File: src/rtl/audio_pkg.sv
// Shared definitions for the DDS tone sequencer: note-word layout,
// end-marker value, FSM state encoding and field-extraction helpers.
package audio_pkg;

  localparam int DUR_MSB = 15;
  localparam int DUR_LSB = 10;
  localparam int DUR_W   = DUR_MSB - DUR_LSB + 1;
  localparam int INC_W   = 10;

  // A note word whose duration field is zero terminates the melody.
  localparam logic [DUR_W-1:0] END_MARKER = '0;

  typedef enum logic [2:0] {
    IDLE,
    FETCH,
    LATCH,
    PLAY,
    GAP,
    DONE
  } seq_state_t;

  function automatic logic [DUR_W-1:0] note_dur(input logic [15:0] word);
    return word[DUR_MSB:DUR_LSB];
  endfunction

  function automatic logic [INC_W-1:0] note_inc(input logic [15:0] word);
    return word[INC_W-1:0];
  endfunction

endpackage

File: src/rtl/tone_sequencer_if.sv
// Control, note-ROM and DDS-side signals of the tone sequencer.
// master = surrounding system (tick source, controls, ROM), slave = sequencer.
interface tone_sequencer_if import audio_pkg::*; #(
  parameter int ADDR_W = 8
) ();

  logic              tick;
  logic              start;
  logic              stop;
  logic              loop_en;
  logic [ADDR_W-1:0] mem_addr;
  logic [15:0]       mem_data;
  logic [INC_W-1:0]  phase_inc;
  logic              mute;
  logic              busy;
  logic              done;

  modport master (
    output tick, start, stop, loop_en, mem_data,
    input  mem_addr, phase_inc, mute, busy, done
  );

  modport slave (
    input  tick, start, stop, loop_en, mem_data,
    output mem_addr, phase_inc, mute, busy, done
  );

endinterface

File: src/rtl/note_timer.sv
// Tick-driven down-counter pair that times notes and gaps.
// unit_cnt counts sample ticks within one unit, dur_cnt counts whole units.
// A gap is timed as a single unit whose tick count is the gap length.
module note_timer import audio_pkg::*; #(
  parameter int DUR_UNIT = 250,
  parameter int CNT_W    = 9
) (
  input  logic             clk,
  input  logic             rst_n,
  input  logic             load,
  input  logic [DUR_W-1:0] load_units,
  input  logic [CNT_W-1:0] load_ticks,
  input  logic             run,
  input  logic             tick,
  output logic             expire
);

  localparam logic [CNT_W-1:0] UNIT_RELOAD = CNT_W'(DUR_UNIT - 1);

  logic [CNT_W-1:0] unit_cnt;
  logic [DUR_W-1:0] dur_cnt;
  logic             step;

  assign step   = run && tick;
  assign expire = step && (unit_cnt == '0) && (dur_cnt == DUR_W'(1));

  // Load a new interval, otherwise count down one tick at a time.
  always_ff @(posedge clk or negedge rst_n) begin
    if (!rst_n) begin
      unit_cnt <= '0;
      dur_cnt  <= '0;
    end else if (load) begin
      unit_cnt <= load_ticks;
      dur_cnt  <= load_units;
    end else if (step) begin
      if (unit_cnt == '0) begin
        unit_cnt <= UNIT_RELOAD;
        dur_cnt  <= dur_cnt - 1'b1;
      end else begin
        unit_cnt <= unit_cnt - 1'b1;
      end
    end
  end

endmodule

File: src/rtl/tone_sequencer.sv
// Melody controller for the DDS audio path: walks the note table in an
// external registered ROM, drives the phase increment per note and mutes
// the output during rests, inter-note gaps and while idle.
module tone_sequencer import audio_pkg::*; #(
  parameter int ADDR_W    = 8,
  parameter int DUR_UNIT  = 250,
  parameter int GAP_TICKS = 50
) (
  input logic            CLOCK_50,
  input logic            RESET_N,
  tone_sequencer_if.slave bus
);

  localparam int MAX_CNT = (DUR_UNIT > GAP_TICKS) ? DUR_UNIT : GAP_TICKS;
  localparam int CNT_W   = $clog2(MAX_CNT) + 1;
  localparam logic [CNT_W-1:0] UNIT_LOAD = CNT_W'(DUR_UNIT - 1);
  localparam logic [CNT_W-1:0] GAP_LOAD  =
    (GAP_TICKS > 0) ? CNT_W'(GAP_TICKS - 1) : '0;

  seq_state_t        state;
  logic [ADDR_W-1:0] addr;
  logic [ADDR_W-1:0] next_addr;
  logic [INC_W-1:0]  inc;
  logic              mute;
  logic              busy;
  logic              done;

  logic [DUR_W-1:0]  word_dur;
  logic [INC_W-1:0]  word_inc;
  logic              note_load;
  logic              gap_load;
  logic              timer_load;
  logic              timer_run;
  logic              expire;
  logic [DUR_W-1:0]  load_units;
  logic [CNT_W-1:0]  load_ticks;

  assign word_dur  = note_dur(bus.mem_data);
  assign word_inc  = note_inc(bus.mem_data);
  assign next_addr = addr + 1'b1;

  // The single timer is reloaded for a note in LATCH and for the gap when a note ends.
  assign note_load  = (state == LATCH) && (word_dur != END_MARKER);
  assign gap_load   = (state == PLAY) && expire && (GAP_TICKS > 0);
  assign timer_load = note_load || gap_load;
  assign timer_run  = (state == PLAY) || (state == GAP);
  assign load_units = note_load ? word_dur : DUR_W'(1);
  assign load_ticks = note_load ? UNIT_LOAD : GAP_LOAD;

  note_timer #(
    .DUR_UNIT (DUR_UNIT),
    .CNT_W    (CNT_W)
  ) timer (
    .clk        (CLOCK_50),
    .rst_n      (RESET_N),
    .load       (timer_load),
    .load_units (load_units),
    .load_ticks (load_ticks),
    .run        (timer_run),
    .tick       (bus.tick),
    .expire     (expire)
  );

  // Sequencer FSM with registered outputs; stop overrides every transition.
  always_ff @(posedge CLOCK_50 or negedge RESET_N) begin
    if (!RESET_N) begin
      state <= IDLE;
      addr  <= '0;
      inc   <= '0;
      mute  <= 1'b1;
      busy  <= 1'b0;
      done  <= 1'b0;
    end else begin
      done <= 1'b0;
      if (bus.stop) begin
        state <= IDLE;
        inc   <= '0;
        mute  <= 1'b1;
        busy  <= 1'b0;
      end else begin
        case (state)
          IDLE: begin
            inc  <= '0;
            mute <= 1'b1;
            if (bus.start) begin
              addr  <= '0;
              busy  <= 1'b1;
              state <= FETCH;
            end
          end
          FETCH: state <= LATCH;
          LATCH: begin
            if (word_dur == END_MARKER) begin
              if (bus.loop_en) begin
                addr  <= '0;
                state <= FETCH;
              end else begin
                inc   <= '0;
                mute  <= 1'b1;
                done  <= 1'b1;
                state <= DONE;
              end
            end else begin
              inc   <= word_inc;
              mute  <= (word_inc == '0);
              state <= PLAY;
            end
          end
          PLAY: begin
            if (expire) begin
              if (GAP_TICKS > 0) begin
                mute  <= 1'b1;
                state <= GAP;
              end else begin
                addr  <= next_addr;
                state <= FETCH;
              end
            end
          end
          GAP: begin
            mute <= 1'b1;
            if (expire) begin
              addr  <= next_addr;
              state <= FETCH;
            end
          end
          DONE: begin
            busy  <= 1'b0;
            state <= IDLE;
          end
          default: state <= IDLE;
        endcase
      end
    end
  end

  assign bus.mem_addr  = addr;
  assign bus.phase_inc = inc;
  assign bus.mute      = mute;
  assign bus.busy      = busy;
  assign bus.done      = done;

endmodule

File: src/flat_wrapper.sv
// flat-port wrapper written by rule: the top's interface ports become plain ports
module tone_sequencer_flat import audio_pkg::*;
#(
  parameter int ADDR_W    = 8,
  parameter int DUR_UNIT  = 250,
  parameter int GAP_TICKS = 50
)
  (CLOCK_50, RESET_N, bus_tick, bus_start, bus_stop, bus_loop_en, bus_mem_data, bus_mem_addr, bus_phase_inc, bus_mute, bus_busy, bus_done);
  tone_sequencer_if #(.ADDR_W(ADDR_W)) bus_i ();
  input logic CLOCK_50;
  input logic RESET_N;
  input wire logic [$bits(bus_i.tick)-1:0] bus_tick;
  input wire logic [$bits(bus_i.start)-1:0] bus_start;
  input wire logic [$bits(bus_i.stop)-1:0] bus_stop;
  input wire logic [$bits(bus_i.loop_en)-1:0] bus_loop_en;
  input wire logic [$bits(bus_i.mem_data)-1:0] bus_mem_data;
  output wire logic [$bits(bus_i.mem_addr)-1:0] bus_mem_addr;
  output wire logic [$bits(bus_i.phase_inc)-1:0] bus_phase_inc;
  output wire logic [$bits(bus_i.mute)-1:0] bus_mute;
  output wire logic [$bits(bus_i.busy)-1:0] bus_busy;
  output wire logic [$bits(bus_i.done)-1:0] bus_done;
  assign bus_i.tick = bus_tick;
  assign bus_i.start = bus_start;
  assign bus_i.stop = bus_stop;
  assign bus_i.loop_en = bus_loop_en;
  assign bus_i.mem_data = bus_mem_data;
  assign bus_mem_addr = bus_i.mem_addr;
  assign bus_phase_inc = bus_i.phase_inc;
  assign bus_mute = bus_i.mute;
  assign bus_busy = bus_i.busy;
  assign bus_done = bus_i.done;
  tone_sequencer #(.ADDR_W(ADDR_W), .DUR_UNIT(DUR_UNIT), .GAP_TICKS(GAP_TICKS)) u_core (.CLOCK_50(CLOCK_50), .RESET_N(RESET_N), .bus(bus_i));
endmodule
File: config.mk
export PLATFORM = sky130hd
export DESIGN_NAME = tone_sequencer_flat
export DESIGN_NICKNAME = d
export VERILOG_FILES = /design/src/rtl/audio_pkg.sv /design/src/rtl/tone_sequencer_if.sv /design/src/rtl/note_timer.sv /design/src/rtl/tone_sequencer.sv /design/src/flat_wrapper.sv
export SDC_FILE = /design/constraint.sdc
export NUM_CORES = 1
export LEC_CHECK = 0
export BUFFER_PORTS_ARGS = -buffer_cell sky130_fd_sc_hd__buf_2
export CAP_MARGIN = 20
export CORE_AREA = 2 2 55 82
export DETAILED_ROUTE_END_ITERATION = 12
export DIE_AREA = 0 0 57 84
export HOLD_SLACK_MARGIN = 0.02
export PLACE_DENSITY = 0.76
export SLEW_MARGIN = 15
export SYNTH_ARGS = -nofsm -noshare
export SYNTH_HDL_FRONTEND = slang
export SYNTH_SLANG_ARGS = --single-unit
File: constraint.sdc
create_clock -name CLOCK_50 -period 2.72 [get_ports CLOCK_50]
set_input_delay 0.272 -clock CLOCK_50 [delete_from_list [all_inputs] [get_ports CLOCK_50]]
set_output_delay 0.272 -clock CLOCK_50 [all_outputs]
set_load 0.005 [all_outputs]
==> flow_summary_export.csv, run 1 <==
group,metric,value,unit
clock_network,cts.sink_count,39,
final_layout,nets,301,
place,gp_congestion,0.833,
run,drv_cap,0,
setup_path,crit_fanout,16,
sta,finalHoldViolCount,0,
sta,finalMaxSlewViolations,0,
final_layout,area_growth,16.1,%
die,core_area,4140,sq um
power,max-vdd-ir-drop,0.418,mV
route,dr.first_iter.drc_count,98,
setup_path,worstPathArrival,2520,ps
synth,syn_inst,233,
die,start_util,53.0,%
clock_network,clockBufferDepth,2,
synth,yosys_register_bits,39,
route,via_per_inst,6.30,
route,wl_met2,2.63,mm
grt,grt_pass1_vias,1963,
clock_network,insertion_delay,300,ps
synth,synth_fp_nets,259,
clock_network,clk_pin_slew,80,ps
setup_path,cp.required,2960,ps
setup_path,start_kind,"flip-flop",
synth,synth_edf_count,0,
grt,grtUsageTotal,23.2,%
synth,synth-async-reset-ratio,100,%
sta,fin_crit,2290,ps
die,die_h,84,um
final_layout,drive_above_1_share,26.1,%
final_layout,seq_area,977,sq um
setup_path,slowest_stage,"nor3_1",
die,die-area,4790,sq um
status,outcome,"complete, no violations",
sta,fin_crit_sh,84.1,%
route,vias,2027,
synth,postSynthAreaPerCell,9.41,sq um
die,die-width,57,um
final_layout,multi_input_area,1130,sq um
sta,setup_viol,0,
final_layout,fin_util,61.6,%
synth,ys.flop_type,"dfrtp_1",
clock_network,numCtsBuffers,5,
route,drtPass1Iterations,4,
setup_path,slowest_delay,850,ps
die,ioPinCount,43,
die,row_count,29,
sta,finClkSkew,2.87,ps
clock_network,cts_resized,0,
place,io_buffer_count,42,
min_path,hp-class,"in2async",
route,routedWlPerCell,16.0,um
route,met3_length,247,um
synth,ys_seq_area_share,44.6,%
synth,yosysWarnings,0,
grt,antenna_found_initial,0,
clock_network,htree_levels,2,
route,antenna_left,0,
sta,tightest_slew,1100,ps
grt,grt_pass1_wl,8.78,mm
place,dp_hpwl,3.73,mm
clock_network,root_buffer,"clkbuf_8",
route,drcViolationCount,0,
setup_path,path_class,"reg2reg",
final_layout,fillers,379,
clock_network,hold_buffers,0,
synth,synth_cell_types,59,
final_layout,diodes,0,
route,wl_met1,2.11,mm
setup_path,end_kind,"flip-flop",
grt,grt_max_degree,40,
grt,grt.overflow.total,0,
route,top_layer_used,"met4",
sta,fin_tns_setup,0,ps
setup_path,worstPathCellList,"or3b_2 > nor3_1 > a22o_1",
power,p_leak,0.00115,uW
power,powerDensity,560,nW/um^2
clock_network,cts_setup_buffers,0,
clock_network,cts_tree,"yes",
sta,grt_setup_unrepaired,"false",
synth,syn_area,2190,sq um
route,totalWireLength,5.15,mm
sta,fmax,437,MHz
sta,slew_headroom,26.3,%
-- worst paths after layout --
check                                                          from                                   to  slack (ps)  depth (start not counted)
worst max-delay path                    u_core.state[0]$_DFFE_PN0P_  u_core.bus.phase_inc[0]$_DFFE_PN0P_         430                          3
worst min-delay path                                        RESET_N   u_core.bus.mem_addr[5]$_DFFE_PN0P_          80                          1
worst max register to register          u_core.state[0]$_DFFE_PN0P_  u_core.bus.phase_inc[0]$_DFFE_PN0P_         430                          3
worst min register to register  u_core.bus.phase_inc[1]$_DFFE_PN0P_  u_core.bus.phase_inc[1]$_DFFE_PN0P_         500                          1
max in group asynchronous                                   RESET_N          u_core.state[0]$_DFFE_PN0P_        2090                          1
min in group CLOCK_50                              bus_mem_data[13]  u_core.timer.dur_cnt[3]$_DFFE_PN0P_         200                          3
-- report_power, final --
part / internal, uW / total, uW / switching, uW
logic: 105 / 247 / 142
registers: 625 / 670 / 45.5
clock network: 297 / 510 / 213
-- layout make-up --
type                    instances  area share [%]
clock inverters                 2            1.38
flip-flops and latches         39            38.4
repair buffers                 46            9.43
inverters                       6           0.884
clock buffers                   6            3.24
multi-input cells             177            44.5
well taps                      46            2.26
-- through the flow --
stage / instance area (sq um) / setup WS, ps / instances / hold slack, ps / total power, uW
floorplan: 2190 / 872 / 233 / -23.6 / 843
global placement: 2430 / 544 / 314 / 431 / 918
detailed placement: 2430 / 453 / 314 / 437 / 927
CTS: 2550 / 427 / 322 / 111 / 1440
global route: 2550 / 316 / 322 / 152 / 1490
finish: 2550 / 433 / 322 / 84.6 / 1430
-- sequential cells by signal (all words and copies together) (netlist names) --
signal / flops
u_core.bus.busy: 1
u_core.bus.done: 1
u_core.bus.mem_addr: 8
u_core.bus.mute: 1
u_core.bus.phase_inc: 10
u_core.state: 3
u_core.timer.dur_cnt: 6
u_core.timer.unit_cnt: 9
-- kinds of logic after synthesis --
family | Yosys count | synth area share [%]
compound gates | 62 | 20.1
mux | 2 | 0.970
simple gates | 105 | 26.6
flops | 39 | 44.6
buf+inv | 17 | 3.82
fa+ha+maj | 4 | 2.28
xor+xnor | 4 | 1.60
-- cell usage in the layout (no fill, tap or decap), types with 6 or more instances in the layout --
master	count
nand2_1	21
inv_1	6
clkbuf_8	6
a21oi_1	13
a22o_1	12
nand3_1	9
nand4_1	6
buf_2	42
dfrtp_1	38
nor3_1	9
o21ai_0	11
nor2_1	26
-- synthesized netlist by cell type, drive strengths merged, types with 2 or more instances --
| cell | n | area [sq um] |
|---|---|---|
| or3 | 4 | 25.0 |
| a31oi | 3 | 18.8 |
| o311ai | 2 | 17.5 |
| clkbuf | 3 | 12.5 |
| or2 | 2 | 12.5 |
| buf | 8 | 48.8 |
| o22a | 2 | 17.5 |
| o211ai | 3 | 22.5 |
| nor4b | 2 | 30.0 |
| ha | 4 | 50.1 |
| o21ai | 11 | 55.1 |
| nor2 | 28 | 110 |
| and2 | 2 | 12.5 |
| a32oi | 2 | 17.5 |
| nand4 | 6 | 37.5 |
| dfrtp | 38 | 951 |
| a21oi | 14 | 73.8 |
| a22o | 12 | 105 |
| and3b | 2 | 21.3 |
| nand3 | 9 | 45.0 |
| nor3 | 11 | 65.1 |
| nor4 | 4 | 37.5 |
| nand2b | 4 | 25.0 |
| or4 | 3 | 22.5 |
| a32o | 2 | 20.0 |
| nand2 | 21 | 78.8 |
| inv | 6 | 22.5 |
| xor2 | 3 | 26.3 |
-- critical path: cells and delay by family, from the launching register on --
family,cells,cell delay [ps]
AO/OA/AOI/OAI,1,250
flip-flops,1,560
AND/OR/NAND/NOR,2,1410
-- layer usage --
metal  vias to the layer above  track usage [%]
li1                        953                -
met3                        13             3.57
met4                         0             12.9
met1                       998             26.9
met2                        63             39.8
met5                         -                0
Note: power is estimated with default switching activity, not from simulation.
==> inputs of run 2 (changes only) <==
Settings changed: ABC_AREA set to 1, CORE_AREA 2 2 55 82 to 2 2 59 89, DIE_AREA 0 0 57 84 to 0 0 61 91, PLACE_DENSITY 0.76 to 0.72.
Clock period 2.72 ns to 2.1 ns, I/O delays scaled along.
==> flow_summary_export.csv, run 2 <==
group,metric,value,unit
status,outcome,"complete, no violations",
grt,antenna_found_initial,0,
setup_path,worstPathArrival,2080,ps
sta,finalMaxSlewViolations,0,
route,drtPass1Iterations,4,
sta,fin_crit_sh,90.5,%
synth,ys.flop_type,"dfrtp_1",
clock_network,numCtsBuffers,5,
sta,timing.hold.ws,34.4,ps
setup_path,reg2reg_slack,200,ps
clock_network,root_buffer,"clkbuf_8",
final_layout,nets,389,
synth,yosys_register_bits,39,
route,top_layer_used,"met4",
synth,yosysMostFrequentCell,"nand2_1",
synth,yosysWarnings,0,
route,dr.first_iter.drc_count,72,
route,met3_length,184,um
setup_path,path_class,"reg2reg",
grt,grt.overflow.total,0,
setup_path,start_kind,"flip-flop",
route,drcViolationCount,0,
synth,synth_top_area_cell,"dfrtp_1",
place,pre_cts_ws,146,ps
final_layout,fillers,466,
clock_network,clockBufferDepth,2,
final_layout,layout_common_cells,"nand2_1, buf_2, dfrtp_1, nand3_1, inv_1",
setup_path,end_kind,"flip-flop",
place,gp_congestion,0.893,
synth,syn_inst,313,
power,max-vdd-ir-drop,0.595,mV
synth,synth_common_cells,"nand2_1, dfrtp_1, nand3_1, inv_1, nor2_1",
die,die-width,61,um
setup_path,crit_fanout,11,
place,dp_hpwl,4.15,mm
final_layout,multi_input_area,1200,sq um
synth,synth_area_leaders,"dfrtp_1, nand2_1, nand3_1",
power,powerDensity,1050,nW/um^2
sta,tightest_slew,887,ps
route,wl_met1,2.23,mm
final_layout,drive_above_1_share,24.5,%
sta,grt_setup_unrepaired,"false",
run,drv_cap,0,
clock_network,clk_pin_slew,80,ps
clock_network,insertion_delay,300,ps
clock_network,htree_levels,2,
die,ioPinCount,43,
die,die_h,91,um
sta,fmax,526,MHz
route,vias,2190,
grt,grt_pass1_wl,9.48,mm
route,antenna_left,0,
setup_path,cp.required,2280,ps
sta,finClkSkew,10.2,ps
synth,synth_top_area_share,40.6,%
grt,grt_pass1_vias,2144,
sta,fin_tns_setup,0,ps
grt,grtUsageTotal,22.2,%
die,start_util,49.1,%
sta,finalHoldViolCount,0,
synth,synth_edf_count,0,
synth,syn_area,2340,sq um
route,totalWireLength,5.40,mm
synth,postSynthAreaPerCell,7.49,sq um
final_layout,seq_area,977,sq um
min_path,hp-class,"in2async",
clock_network,cts_tree,"yes",
sta,setup_viol,0,
power,p_leak,0.00149,uW
final_layout,area_growth,16.7,%
sta,slew_headroom,40.9,%
die,core_area,4770,sq um
synth,ys_seq_area_share,41.7,%
synth,synth-async-reset-ratio,100,%
sta,fin_crit,1900,ps
synth,synth_cell_types,29,
final_layout,largest_reg_flops,10,
sta,timing.final.ws_setup,199,ps
final_layout,diodes,0,
final_layout,fin_util,57.3,%
die,die-area,5550,sq um
clock_network,cts.sink_count,39,
final_layout,final_common_cell,"nand2_1",
route,via_per_inst,5.09,
synth,synth_fp_nets,339,
route,wl_met2,2.85,mm
die,row_count,31,
route,routedWlPerCell,12.6,um
grt,grt_max_degree,40,
place,io_buffer_count,42,
run 2: changes by cell type after synthesis, moves of 8 or more:
cell,before,now
a22o_1,12,0
inv_1,6,32
nand2_1,21,85
nand2_2,0,8
nand3_1,9,37
nor3_1,9,1
o21ai_0,11,20
run 2: area by class of cell:
class / count / area share (%)
tap: 66 / 3.02
clock inverter: 1 / 0.274
sequential: 39 / 35.7
multi-input combinational: 233 / 44.1
timing repair buffer: 47 / 9.06
inverter: 37 / 5.08
clock buffer: 7 / 2.79
run 2: what timing repair did:
action                     in CTS  in global routing
setup endpoints to repair       0                  4
buffers inserted                0                  0
gates resized for setup         0                  1
hold buffers                    0                  0
run 2: worst paths after layout:
check | startpoint | endpoint | cells after the start
worst max-delay path | u_core.timer.unit_cnt[0]$_DFFE_PN0P_ | u_core.timer.unit_cnt[1]$_DFFE_PN0P_ | 11
worst max register to register | u_core.timer.unit_cnt[0]$_DFFE_PN0P_ | u_core.timer.unit_cnt[1]$_DFFE_PN0P_ | 11
worst min register to register | u_core.bus.mute$_DFFE_PN1P_ | u_core.bus.mute$_DFFE_PN1P_ | 2
max in group asynchronous | RESET_N | u_core.bus.phase_inc[2]$_DFFE_PN0P_ | 1
min in group CLOCK_50 | bus_stop | u_core.bus.done$_DFF_PN0_ | 2
worst min-delay path | RESET_N | u_core.timer.unit_cnt[7]$_DFFE_PN0P_ | 1
run 2: per-layer routing:
metal  vias up  global-route usage (%)
met5         -                       0
met4         0                    8.33
met3        13                    3.99
met2        50                    37.6
met1      1020                    26.9
li1       1107                       -
run 2: worst max-delay path, stage by stage, from the launching register on:
cell and delay [ps]:
dfrtp_1 380, inv_1 100, ha_1 170, nand2_1 90
nor2_2 120, nand3_2 160, nor2_4 200, nand3_4 170
nand3_1 180, inv_1 110, nand2_1 80, nand2_1 50
run 2: report_power, final:
group / leakage (uW) / switching (uW) / internal (uW)
clock network: 0.0000385 / 269 / 235
logic: 0.000952 / 809 / 454
registers: 0.000503 / 166 / 931
run 2: cell families (layout without fill, tap and decap cells):
group | Yosys count | count (layout) | share of synthesized area [%]
AND/OR/NAND/NOR | 184 | 184 | 36.9
buffers and inverters | 41 | 92 | 7.21
flip-flops | 39 | 39 | 41.7
AO/OA/AOI/OAI | 38 | 38 | 9.40
XOR/XNOR | 7 | 7 | 2.62
adder cells (fa/ha/maj) | 4 | 4 | 2.14
run 2: per-stage QoR:
step           power [uW]  area, sq um  cells
6_report             2860         2740    430
5_1_grt              3120         2740    430
3_5_place_dp         2370         2640    422
4_1_cts              2880         2730    430
3_3_place_gp         2330         2640    422
2_1_floorplan        2030         2340    313
